`config.mk`:
```
export PLATFORM = sky130hd
export DESIGN_NAME = kbd_mmio_flat
export DESIGN_NICKNAME = d
export VERILOG_FILES = /design/src/rtl/kbd_mmio_if.sv /design/src/rtl/kbd_mmio.sv /design/src/flat_wrapper.sv
export SDC_FILE = /design/constraint.sdc
export NUM_CORES = 1
export LEC_CHECK = 0
export ABC_AREA = 1
export BUFFER_PORTS_ARGS = -buffer_cell sky130_fd_sc_hd__buf_4
export CORE_MARGIN = 2
export CORE_UTILIZATION = 50
export DETAILED_ROUTE_END_ITERATION = 10
export GPL_TIMING_DRIVEN = 0
export HOLD_SLACK_MARGIN = 0.1
export PLACE_DENSITY = 0.7
export SYNTH_ARGS = -nofsm -noshare
export SYNTH_HDL_FRONTEND = slang
export SYNTH_SLANG_ARGS = --single-unit
```
`constraint.sdc`:
```
create_clock -name clk -period 1.8 [get_ports clk]
set_input_delay 0.36 -clock clk [delete_from_list [all_inputs] [get_ports clk]]
set_output_delay 0.36 -clock clk [all_outputs]
set_load 0.03 [all_outputs]
```
`src/rtl/kbd_mmio_if.sv`:
```
// -----------------------------------------------------------------------------
// kbd_mmio_if
// CPU read-side bus of the keyboard region.
//   rd_en   : CPU read strobe for the keyboard region
//   rd_sel  : word select, 0 = data word, 1 = status word
//   rd_data : 32-bit read word returned to the data-memory read mux
// Modports: master (CPU side) drives rd_en/rd_sel, slave (kbd_mmio) drives rd_data.
// -----------------------------------------------------------------------------
interface kbd_mmio_if;
    logic        rd_en;
    logic        rd_sel;
    logic [31:0] rd_data;

    modport master (output rd_en, output rd_sel, input rd_data);
    modport slave  (input rd_en, input rd_sel, output rd_data);
endinterface

```
`src/rtl/kbd_mmio.sv`:
```
// -----------------------------------------------------------------------------
// kbd_mmio
// PS/2 keyboard receiver with a scan-code FIFO for the 0xe keyboard region.
// Deframes 11-bit PS/2 frames (start, 8 data LSB first, odd parity, stop),
// queues accepted scan codes and exposes a data word and a status word.
//
// Ports:
//   clk            : system clock
//   rst            : asynchronous active-high reset
//   i_ps2_clk      : raw PS/2 clock line (asynchronous)
//   i_ps2_data     : raw PS/2 data line (asynchronous)
//   bus            : kbd_mmio_if.slave (rd_en, rd_sel in; rd_data out)
//   o_kbd_overflow : sticky FIFO overflow flag
//   o_kbd_irq      : registered FIFO non-empty (only with KBD_IRQ_EN defined)
//
// Optional feature macro: KBD_IRQ_EN (adds o_kbd_irq).
// -----------------------------------------------------------------------------
module kbd_mmio #(
    parameter int FIFO_DEPTH     = 16,
    parameter int TIMEOUT_CYCLES = 20000,
    parameter int SYNC_STAGES    = 2
) (
    input  logic      clk,
    input  logic      rst,
    input  logic      i_ps2_clk,
    input  logic      i_ps2_data,
    kbd_mmio_if.slave bus,
    output logic      o_kbd_overflow
`ifdef KBD_IRQ_EN
    ,
    output logic      o_kbd_irq
`endif
);

    localparam int AW = $clog2(FIFO_DEPTH);
    localparam int CW = AW + 1;
    localparam int TW = $clog2(TIMEOUT_CYCLES + 1);

    typedef enum logic [1:0] {S_IDLE, S_DATA, S_PARITY, S_STOP} state_t;

    // Frame is good when data bits plus parity bit hold an odd number of ones.
    function automatic logic odd_parity_ok(input logic [7:0] data, input logic par);
        return ^{data, par};
    endfunction

    logic [SYNC_STAGES-1:0] r_clk_sync;
    logic [SYNC_STAGES-1:0] r_data_sync;
    logic                   r_clk_prev;
    logic                   w_ps2_clk;
    logic                   w_ps2_data;
    logic                   w_fall;

    state_t                 r_state;
    logic [2:0]             r_bit_cnt;
    logic [7:0]             r_shift;
    logic                   r_par;
    logic [TW-1:0]          r_to_cnt;
    logic                   r_push_v;
    logic [7:0]             r_push_code;
    logic                   r_perr_evt;

    logic [7:0]             r_mem [FIFO_DEPTH];
    logic [AW-1:0]          r_wr_ptr;
    logic [AW-1:0]          r_rd_ptr;
    logic [CW-1:0]          r_count;
    logic                   r_overflow;
    logic                   r_parity_err;
    logic                   r_rd_en_d;

    logic                   w_empty;
    logic                   w_full;
    logic                   w_pop;
    logic                   w_push_ok;
    logic                   w_ovf_evt;
    logic                   w_stat_clr;
    logic [15:0]            w_cnt_ext;
    logic [31:0]            w_rd_data;

    assign w_ps2_clk  = r_clk_sync[SYNC_STAGES-1];
    assign w_ps2_data = r_data_sync[SYNC_STAGES-1];
    assign w_fall     = r_clk_prev & ~w_ps2_clk;

    // Synchronizers for the asynchronous PS/2 lines, idle-high after reset.
    always_ff @(posedge clk or posedge rst) begin
        if (rst) begin
            r_clk_sync  <= '1;
            r_data_sync <= '1;
            r_clk_prev  <= 1'b1;
        end else begin
            r_clk_sync[0]  <= i_ps2_clk;
            r_data_sync[0] <= i_ps2_data;
            for (int i = 1; i < SYNC_STAGES; i++) begin
                r_clk_sync[i]  <= r_clk_sync[i-1];
                r_data_sync[i] <= r_data_sync[i-1];
            end
            r_clk_prev <= w_ps2_clk;
        end
    end

    // Receive FSM: deframes bits on PS/2 falling edges, aborts on timeout.
    always_ff @(posedge clk or posedge rst) begin
        if (rst) begin
            r_state     <= S_IDLE;
            r_bit_cnt   <= 3'd0;
            r_shift     <= 8'h00;
            r_par       <= 1'b0;
            r_to_cnt    <= '0;
            r_push_v    <= 1'b0;
            r_push_code <= 8'h00;
            r_perr_evt  <= 1'b0;
        end else begin
            r_push_v   <= 1'b0;
            r_perr_evt <= 1'b0;

            // Idle-gap counter only runs inside a frame; any edge restarts it.
            if ((r_state != S_IDLE) && !w_fall) begin
                if (r_to_cnt == TW'(TIMEOUT_CYCLES - 1)) begin
                    r_state  <= S_IDLE;
                    r_to_cnt <= '0;
                end else begin
                    r_to_cnt <= r_to_cnt + TW'(1);
                end
            end else begin
                r_to_cnt <= '0;
            end

            if (w_fall) begin
                case (r_state)
                    S_IDLE: begin
                        if (!w_ps2_data) begin
                            r_state   <= S_DATA;
                            r_bit_cnt <= 3'd0;
                        end
                    end
                    S_DATA: begin
                        r_shift   <= {w_ps2_data, r_shift[7:1]};
                        r_bit_cnt <= r_bit_cnt + 3'd1;
                        if (r_bit_cnt == 3'd7) begin
                            r_state <= S_PARITY;
                        end
                    end
                    S_PARITY: begin
                        r_par   <= w_ps2_data;
                        r_state <= S_STOP;
                    end
                    S_STOP: begin
                        r_state <= S_IDLE;
                        if (w_ps2_data && odd_parity_ok(r_shift, r_par)) begin
                            r_push_v    <= 1'b1;
                            r_push_code <= r_shift;
                        end else begin
                            r_perr_evt <= 1'b1;
                        end
                    end
                    default: r_state <= S_IDLE;
                endcase
            end
        end
    end

    assign w_empty    = (r_count == CW'(0));
    assign w_full     = (r_count == CW'(FIFO_DEPTH));
    // Pop only on the first cycle of a data read so a stalled read pops once.
    assign w_pop      = bus.rd_en & ~bus.rd_sel & ~r_rd_en_d & ~w_empty;
    // A pop in the same cycle frees the slot, so a full FIFO can still accept.
    assign w_push_ok  = r_push_v & (~w_full | w_pop);
    assign w_ovf_evt  = r_push_v & w_full & ~w_pop;
    assign w_stat_clr = bus.rd_en & bus.rd_sel & ~r_rd_en_d;

    // FIFO storage; contents need no reset since pointers define validity.
    always_ff @(posedge clk) begin
        if (w_push_ok) begin
            r_mem[r_wr_ptr] <= r_push_code;
        end
    end

    // FIFO pointers, count, sticky flags and read-strobe history.
    always_ff @(posedge clk or posedge rst) begin
        if (rst) begin
            r_wr_ptr     <= '0;
            r_rd_ptr     <= '0;
            r_count      <= '0;
            r_overflow   <= 1'b0;
            r_parity_err <= 1'b0;
            r_rd_en_d    <= 1'b0;
        end else begin
            r_rd_en_d <= bus.rd_en;
            if (w_push_ok) begin
                r_wr_ptr <= r_wr_ptr + AW'(1);
            end
            if (w_pop) begin
                r_rd_ptr <= r_rd_ptr + AW'(1);
            end
            case ({w_push_ok, w_pop})
                2'b10:   r_count <= r_count + CW'(1);
                2'b01:   r_count <= r_count - CW'(1);
                default: r_count <= r_count;
            endcase
            // New flag events take priority over a status-read clear.
            if (w_ovf_evt) begin
                r_overflow <= 1'b1;
            end else if (w_stat_clr) begin
                r_overflow <= 1'b0;
            end
            if (r_perr_evt) begin
                r_parity_err <= 1'b1;
            end else if (w_stat_clr) begin
                r_parity_err <= 1'b0;
            end
        end
    end

    assign w_cnt_ext = 16'(r_count);

    // Read mux: data word (head of FIFO) or status word.
    always_comb begin
        w_rd_data = 32'h0000_0000;
        if (bus.rd_sel) begin
            w_rd_data[0]     = ~w_empty;
            w_rd_data[1]     = w_full;
            w_rd_data[2]     = r_overflow;
            w_rd_data[3]     = r_parity_err;
            w_rd_data[23:16] = w_cnt_ext[7:0];
        end else if (!w_empty) begin
            w_rd_data = {24'h00_0000, r_mem[r_rd_ptr]};
        end else begin
            w_rd_data = 32'h0000_0000;
        end
    end

    assign bus.rd_data    = w_rd_data;
    assign o_kbd_overflow = r_overflow;

`ifdef KBD_IRQ_EN
    logic r_irq;

    // Interrupt follows FIFO occupancy one clock late.
    always_ff @(posedge clk or posedge rst) begin
        if (rst) begin
            r_irq <= 1'b0;
        end else begin
            r_irq <= ~w_empty;
        end
    end

    assign o_kbd_irq = r_irq;
`endif

endmodule
```
`src/flat_wrapper.sv`:
```
// flat-port wrapper written by rule: the top's interface ports become plain ports
module kbd_mmio_flat 
#(
    parameter int FIFO_DEPTH     = 16,
    parameter int TIMEOUT_CYCLES = 20000,
    parameter int SYNC_STAGES    = 2
)
  (clk, rst, i_ps2_clk, i_ps2_data, o_kbd_overflow, bus_rd_en, bus_rd_sel, bus_rd_data);
  kbd_mmio_if bus_i ();
  input  logic clk;
  input  logic rst;
  input  logic i_ps2_clk;
  input  logic i_ps2_data;
  output logic o_kbd_overflow;
  input wire logic [$bits(bus_i.rd_en)-1:0] bus_rd_en;
  input wire logic [$bits(bus_i.rd_sel)-1:0] bus_rd_sel;
  output wire logic [$bits(bus_i.rd_data)-1:0] bus_rd_data;
  assign bus_i.rd_en = bus_rd_en;
  assign bus_i.rd_sel = bus_rd_sel;
  assign bus_rd_data = bus_i.rd_data;
  kbd_mmio #(.FIFO_DEPTH(FIFO_DEPTH), .TIMEOUT_CYCLES(TIMEOUT_CYCLES), .SYNC_STAGES(SYNC_STAGES)) u_core (.clk(clk), .rst(rst), .i_ps2_clk(i_ps2_clk), .i_ps2_data(i_ps2_data), .bus(bus_i), .o_kbd_overflow(o_kbd_overflow));
endmodule
```
Word level (Yosys, flattened, before mapping)
Memories as Yosys holds them, arrays and structs flattened.
Index checks and enable logic that the tools add are counted.
{"block": "word_totals", "ff_bits": 60, "mem_bits_rw": 128, "inputBits": 6, "out_inout_bits": 33, "wordCells": 90, "n_memories": 1}
{"block": "op_classes", "add_sub_neg": 6, "eq_ne": 9, "mux": 26, "n_bitwise": 16, "reduce_logical": 15}
{"memory": "u_core.r_mem", "depth": 16, "width": 8, "rd": 1, "rd_ports_with_merged_regs": 0, "wr": 1, "line": "kbd_mmio.sv:62", "text": "logic [7:0] r_mem [FIFO_DEPTH];"}
{"operator": "2-to-1 mux 15 bit", "n": 2}
{"operator": "adder 15 x 1 -> 15 bit (second input constant)", "n": 1}
{"operator": "equality test 15 bit (second input constant)", "n": 1}
{"operator": "2-to-1 mux 1 bit", "n": 11}
{"operator": "2-to-1 mux 2 bit", "n": 5}
{"operator": "case mux 5 bit (2 select lines)", "n": 1}
{"operator": "nonzero test 2 bit", "n": 5}
{"operator": "bitwise AND 1 bit", "n": 9}
{"operator": "XOR reduction 9 bit", "n": 1}
{"operator": "adder 4 x 1 -> 4 bit (second input constant)", "n": 2}
{"operator": "2-to-1 mux 4 bit", "n": 2}
{"operator": "2-to-1 mux 8 bit", "n": 1}
{"operator": "case mux 2 bit (4 select lines)", "n": 1}
{"operator": "equality test 2 bit (second input constant)", "n": 3}
{"operator": "inverter 1 bit", "n": 6}
{"operator": "case mux 3 bit (2 select lines)", "n": 1}
{"operator": "AND reduction 3 bit", "n": 2}
{"operator": "adder 5 x 1 -> 5 bit (second input constant)", "n": 1}
{"operator": "equality test 5 bit (second input constant)", "n": 1}
{"operator": "logical NOT 5 bit", "n": 1}
{"operator": "2-to-1 mux 5 bit", "n": 1}
{"operator": "subtractor 5 x 1 -> 5 bit (second input constant)", "n": 1}
{"operator": "equality test 2 x 1 -> 1 bit (second input constant)", "n": 2}
{"operator": "AND reduction 2 bit", "n": 2}
{"operator": "8 further kinds", "n": 9}

Depth between registers and ports, before layout
{"block": "logic_depth", "depth_word": 8, "ltp_mapped": 17, "mapped_depth_nobuf": 16}

Least setup slack after synthesis
No wires, ideal clock.
{"block": "synth_timing", "path_type": "register to output", "from": "register u_core.r_rd_ptr[0]", "to": "output port bus_rd_data[4]", "arrival_ns": 1.697, "required_ns": 1.440, "path_slack_ns": -0.257, "path_stages_with_launch": 9, "path_buffers": 1, "path_cell_list": "dfrtp_1 -> inv_2 -> clkbuf_1 -> nor2_1 -> o221ai_1 -> o21ai_1 -> nand2_1 -> nand2_1 -> a21oi_1"}
{"block": "synth_between", "elab_chain_cells": 3}
{"element": "from (decl)", "line": "kbd_mmio.sv:64", "text": "logic [AW-1:0] r_rd_ptr;"}
{"element": "from (signal assigned)", "line": "kbd_mmio.sv:192", "text": "r_rd_ptr <= r_rd_ptr + AW'(1);"}
{"element": "memory (16 x 8 bit)"}
{"element": "2-to-1 mux 8 bit", "line": "kbd_mmio.sv:224", "text": "end else if (!w_empty) begin"}
{"element": "2-to-1 mux 4 bit", "line": "kbd_mmio.sv:218", "text": "if (bus.rd_sel) begin"}
{"element": "to (decl)", "line": "flat_wrapper.sv:17", "text": "output wire logic [$bits(bus_i.rd_data)-1:0] bus_rd_data;"}
No other way between the ends.

Worst setup path after layout
{"block": "layout_timing", "from": "register u_core.r_rd_ptr[0]", "to": "output port bus_rd_data[6]"}
Same word-level chain as after synthesis.

==> results.yml <==
timing:
  fin_setup_tns_ns: -8.32
  finalHoldViolCount: 0
  tightest_slew_ns: 0.823
  slew_headroom_pct: 45.0
  setup_ws_ns: -0.705
  finalCritPeriodShare_pct: 139
  fin_worst_skew_ns: 0.0106
  rsz0062_at_grt: "true"
  period_minus_slack_ns: 2.50
  drv_slew: 0
  setup_viol: 84
  max_freq_mhz: 399
critical_path:
  crit_fanout: 10
  crit_top_cell: "nand2_1"
  critPathArrivalTime_ns: 2.14
  crit_path_end_kind: "primary output"
  path_class: "register to primary output"
  slowest_delay_ns: 0.48
  path_cells: "clkbuf_4 -> o21ai_0 -> o221ai_1 -> o21ai_2 -> nand2_1 -> nand2_1 -> a21oi_2 -> buf_4"
  crit_path_top_delay_cell: "dfrtp_2"
  critical_path_required_ns: 1.44
  start_kind: "register"
synth:
  syn_area_um2: 8350
  postSynthAreaPerCell_um2: 11.1
  async_flop_share_pct: 31.9
  synth_ff_type: "edfxtp_1"
  synth_edf_count: 128
  synthCells: 753
  synth_top_area_share_pct: 46.0
  ys_ff_latch: 188
  seq_area_frac_synth_pct: 64.1
  ys_warn_count: 0
  synthTopCellsByArea: "edfxtp_1 (46%), dfrtp_1 (16%), nor2_1 (5.3%)"
  synth.most_common_cell: "edfxtp_1"
  yosys-top-cells-count: "edfxtp_1 (128), nor2_1 (117), nand2_1 (86)"
  yosysUniqueCellTypes: 49
  yosysTopAreaCell: "edfxtp_1"
route:
  vias: 6058
  drc: 0
  wl_per_cell_um: 18.7
  viasPerCell: 5.64
  drt_iter0_drc: 574
  drt_first_pass_iters: 8
  totalWireLength_um: 20100
  ant_nets: 0
global_route:
  grt_max_degree: 61
  overflow: 0
  grt_use_met3_pct: 5.40
  grt_pass1_vias: 5686
  antenna_found_initial: 0
  grt_pass1_wl_um: 30300
  grt-busiest-layer: "met2"
  track_usage_pct: 22.6
  grtUsageMet1_pct: 29.5
  met2_usage_pct: 37.5
floorplanning:
  dieArea_um2: 17700
  ioPinCount: 39
  coreArea_um2: 16500
  die_h_um: 133
  fp.dieW_um: 133
  start_util_pct: 50.7
  rows: 47
clocking:
  path_clk_slew_ns: 0.07
  clock_sinks: 188
  cts-root-buf: "clkbuf_16"
  clockBufferDepth: 2
  cts_buffers: 17
  cts_tree: "built"
  h-tree-depth: 4
  insertion_delay_ns: 0.44
finish:
  instances_no_fill: 1075
  fillers: 1230
  multi_input_area_um2: 2890
  final_util_pct: 63.0
  antenna-diode-count: 0
  register_area_um2: 5350
  fin_nets: 858
  drive_gt1_share_pct: 27.0
  area_delta_synth_final_pct: 24.2
place:
  dp.cells: 1009
  port_buffers: 18
  gp_congestion: 0.905
  hpwlAfterDp_um: 12500
power:
  p_leak_uw: 0.00390
  p_comb_share_pct: 35.7
  peakVddDrop_v: 0.000960
  p_per_area_nw_per_um2: 1370
  sw_frac_of_total_pct: 36.0
  clockPowerShare_pct: 28.4
  power.switching_uw: 5110
  intPower_uw: 9090
  p_seq_share_pct: 35.9
run_status:
  failed_checks: "negative setup slack"
  status: "finished with violations"
worst_hold_path:
  hold_path.class: "primary input to asynchronous set/reset pin"
run:
  cap_violations: 0
routing by layer:
layer / part of all wire (%) / vias up
met3: 7.9 / 39
met5: 0 / -
met2: 50 / 291
li1: - / 2753
met4: 2.2 / 0
met1: 40 / 2975
cell usage in the layout, fill, tap and decap left out, types with 11 or more instances in the layout:
cell	n
edfxtp_1	128
nor2_1	97
nand2_1	81
o21ai_0	63
buf_4	56
inv_1	55
dfrtp_1	53
nand3_1	23
conb_1	19
o21ai_1	18
o21ai_2	18
nor2_4	17
clkbuf_16	17
xor2_1	16
buf_6	13
o211ai_1	11
worst max-delay path: cells and delay by family, from the launching register on:
| family | cells | cell delay (ns) |
|---|---|---|
| AOI/OAI and AO/OA | 4 | 0.63 |
| buffers and inverters | 2 | 0.44 |
| DFF | 1 | 0.48 |
| and+or+nand+nor | 2 | 0.16 |
power groups by stage:
stage                     registers (µW)  clock network [µW]  logic, µW
after global routing                5130                4210       5420
after floorplan                     5080                   0       2760
after detailed placement            5140                   0       3970
after CTS                           5100                4040       4660
after global placement              5120                   0       3880
final                               5100                4030       5070
layout make-up:
| cell class | instances | share of cell area, % |
|---|---|---|
| repair buffers | 52 | 5.04 |
| clock buffers | 17 | 4.10 |
| repair inverters | 1 | 0.0362 |
| inverters | 68 | 2.69 |
| clock inverters | 15 | 2.03 |
| plain buffers | 46 | 3.97 |
| multi-input cells | 468 | 27.8 |
| flip-flops and latches | 188 | 51.6 |
| well taps | 220 | 2.66 |
cells by family (layout without fill, tap and decap cells):
logic type               count (synthesis)  in the layout  synth area share [%]
AO/OA/AOI/OAI                          150            150                  10.9
buffers and inverters                  115            199                  6.40
adder cells (fa/ha/maj)                 10             10                  1.50
XOR/XNOR                                19             19                  1.99
other                                    1             19                0.0449
AND/OR/NAND/NOR                        270            270                  15.0
flip-flops                             188            188                  64.1
final timing paths:
check / from / end / slack [ns] / depth (start not counted)
max in group asynchronous: rst / u_core.r_rd_ptr[1]$_DFFE_PP0N_ / 1.14 / 3
min in group clk: bus_rd_sel / u_core.r_parity_err$_DFFE_PP0P_ / 0.29 / 4
max: u_core.r_rd_ptr[0]$_DFFE_PP0N_ / bus_rd_data[6] / -0.70 / 8
min reg2reg: u_core.r_clk_sync[0]$_DFF_PP1_ / u_core.r_clk_sync[1]$_DFF_PP1_ / 0.36 / 0
min: rst / u_core.r_bit_cnt[0]$_DFFE_PP0P_ / 0.08 / 2
max reg2reg: u_core.r_count[0]$_DFFE_PP0P_ / u_core.r_count[4]$_DFFE_PP0P_ / -0.13 / 13
stage by stage:
step                total power (µW)  hold WS, ns  worst slack (ns)  instance area (µm²)
floorplan                       7840        0.345           -0.0872                 8450
global placement                9010        0.349            -0.626                 8860
detailed placement              9110        0.347            -0.615                 8860
CTS                            13800        0.281            -0.687                10100
global route                   14800        0.130            -0.798                10400
finish                         14200       0.0819            -0.705                10400
flip-flops by register name, summed over array words and instances (netlist names), 2 cells and up:
signal,flops
u_core.r_to_cnt,15
u_core.r_bit_cnt,3
u_core.r_push_code,8
u_core.r_state,2
u_core.r_shift,8
u_core.r_mem,128
u_core.r_rd_ptr,4
u_core.r_data_sync,2
u_core.r_wr_ptr,4
u_core.r_clk_sync,2
u_core.r_count,5
repair_timing:
action	4_1_cts	5_1_grt
setup buffers	19	11
gates cloned	1	0
hold endpoints to repair	3	0
setup endpoints to repair	139	140
pin swaps	17	10
hold buffers	3	0
gates resized for setup	116	45
(Power assumes the default switching activity.)
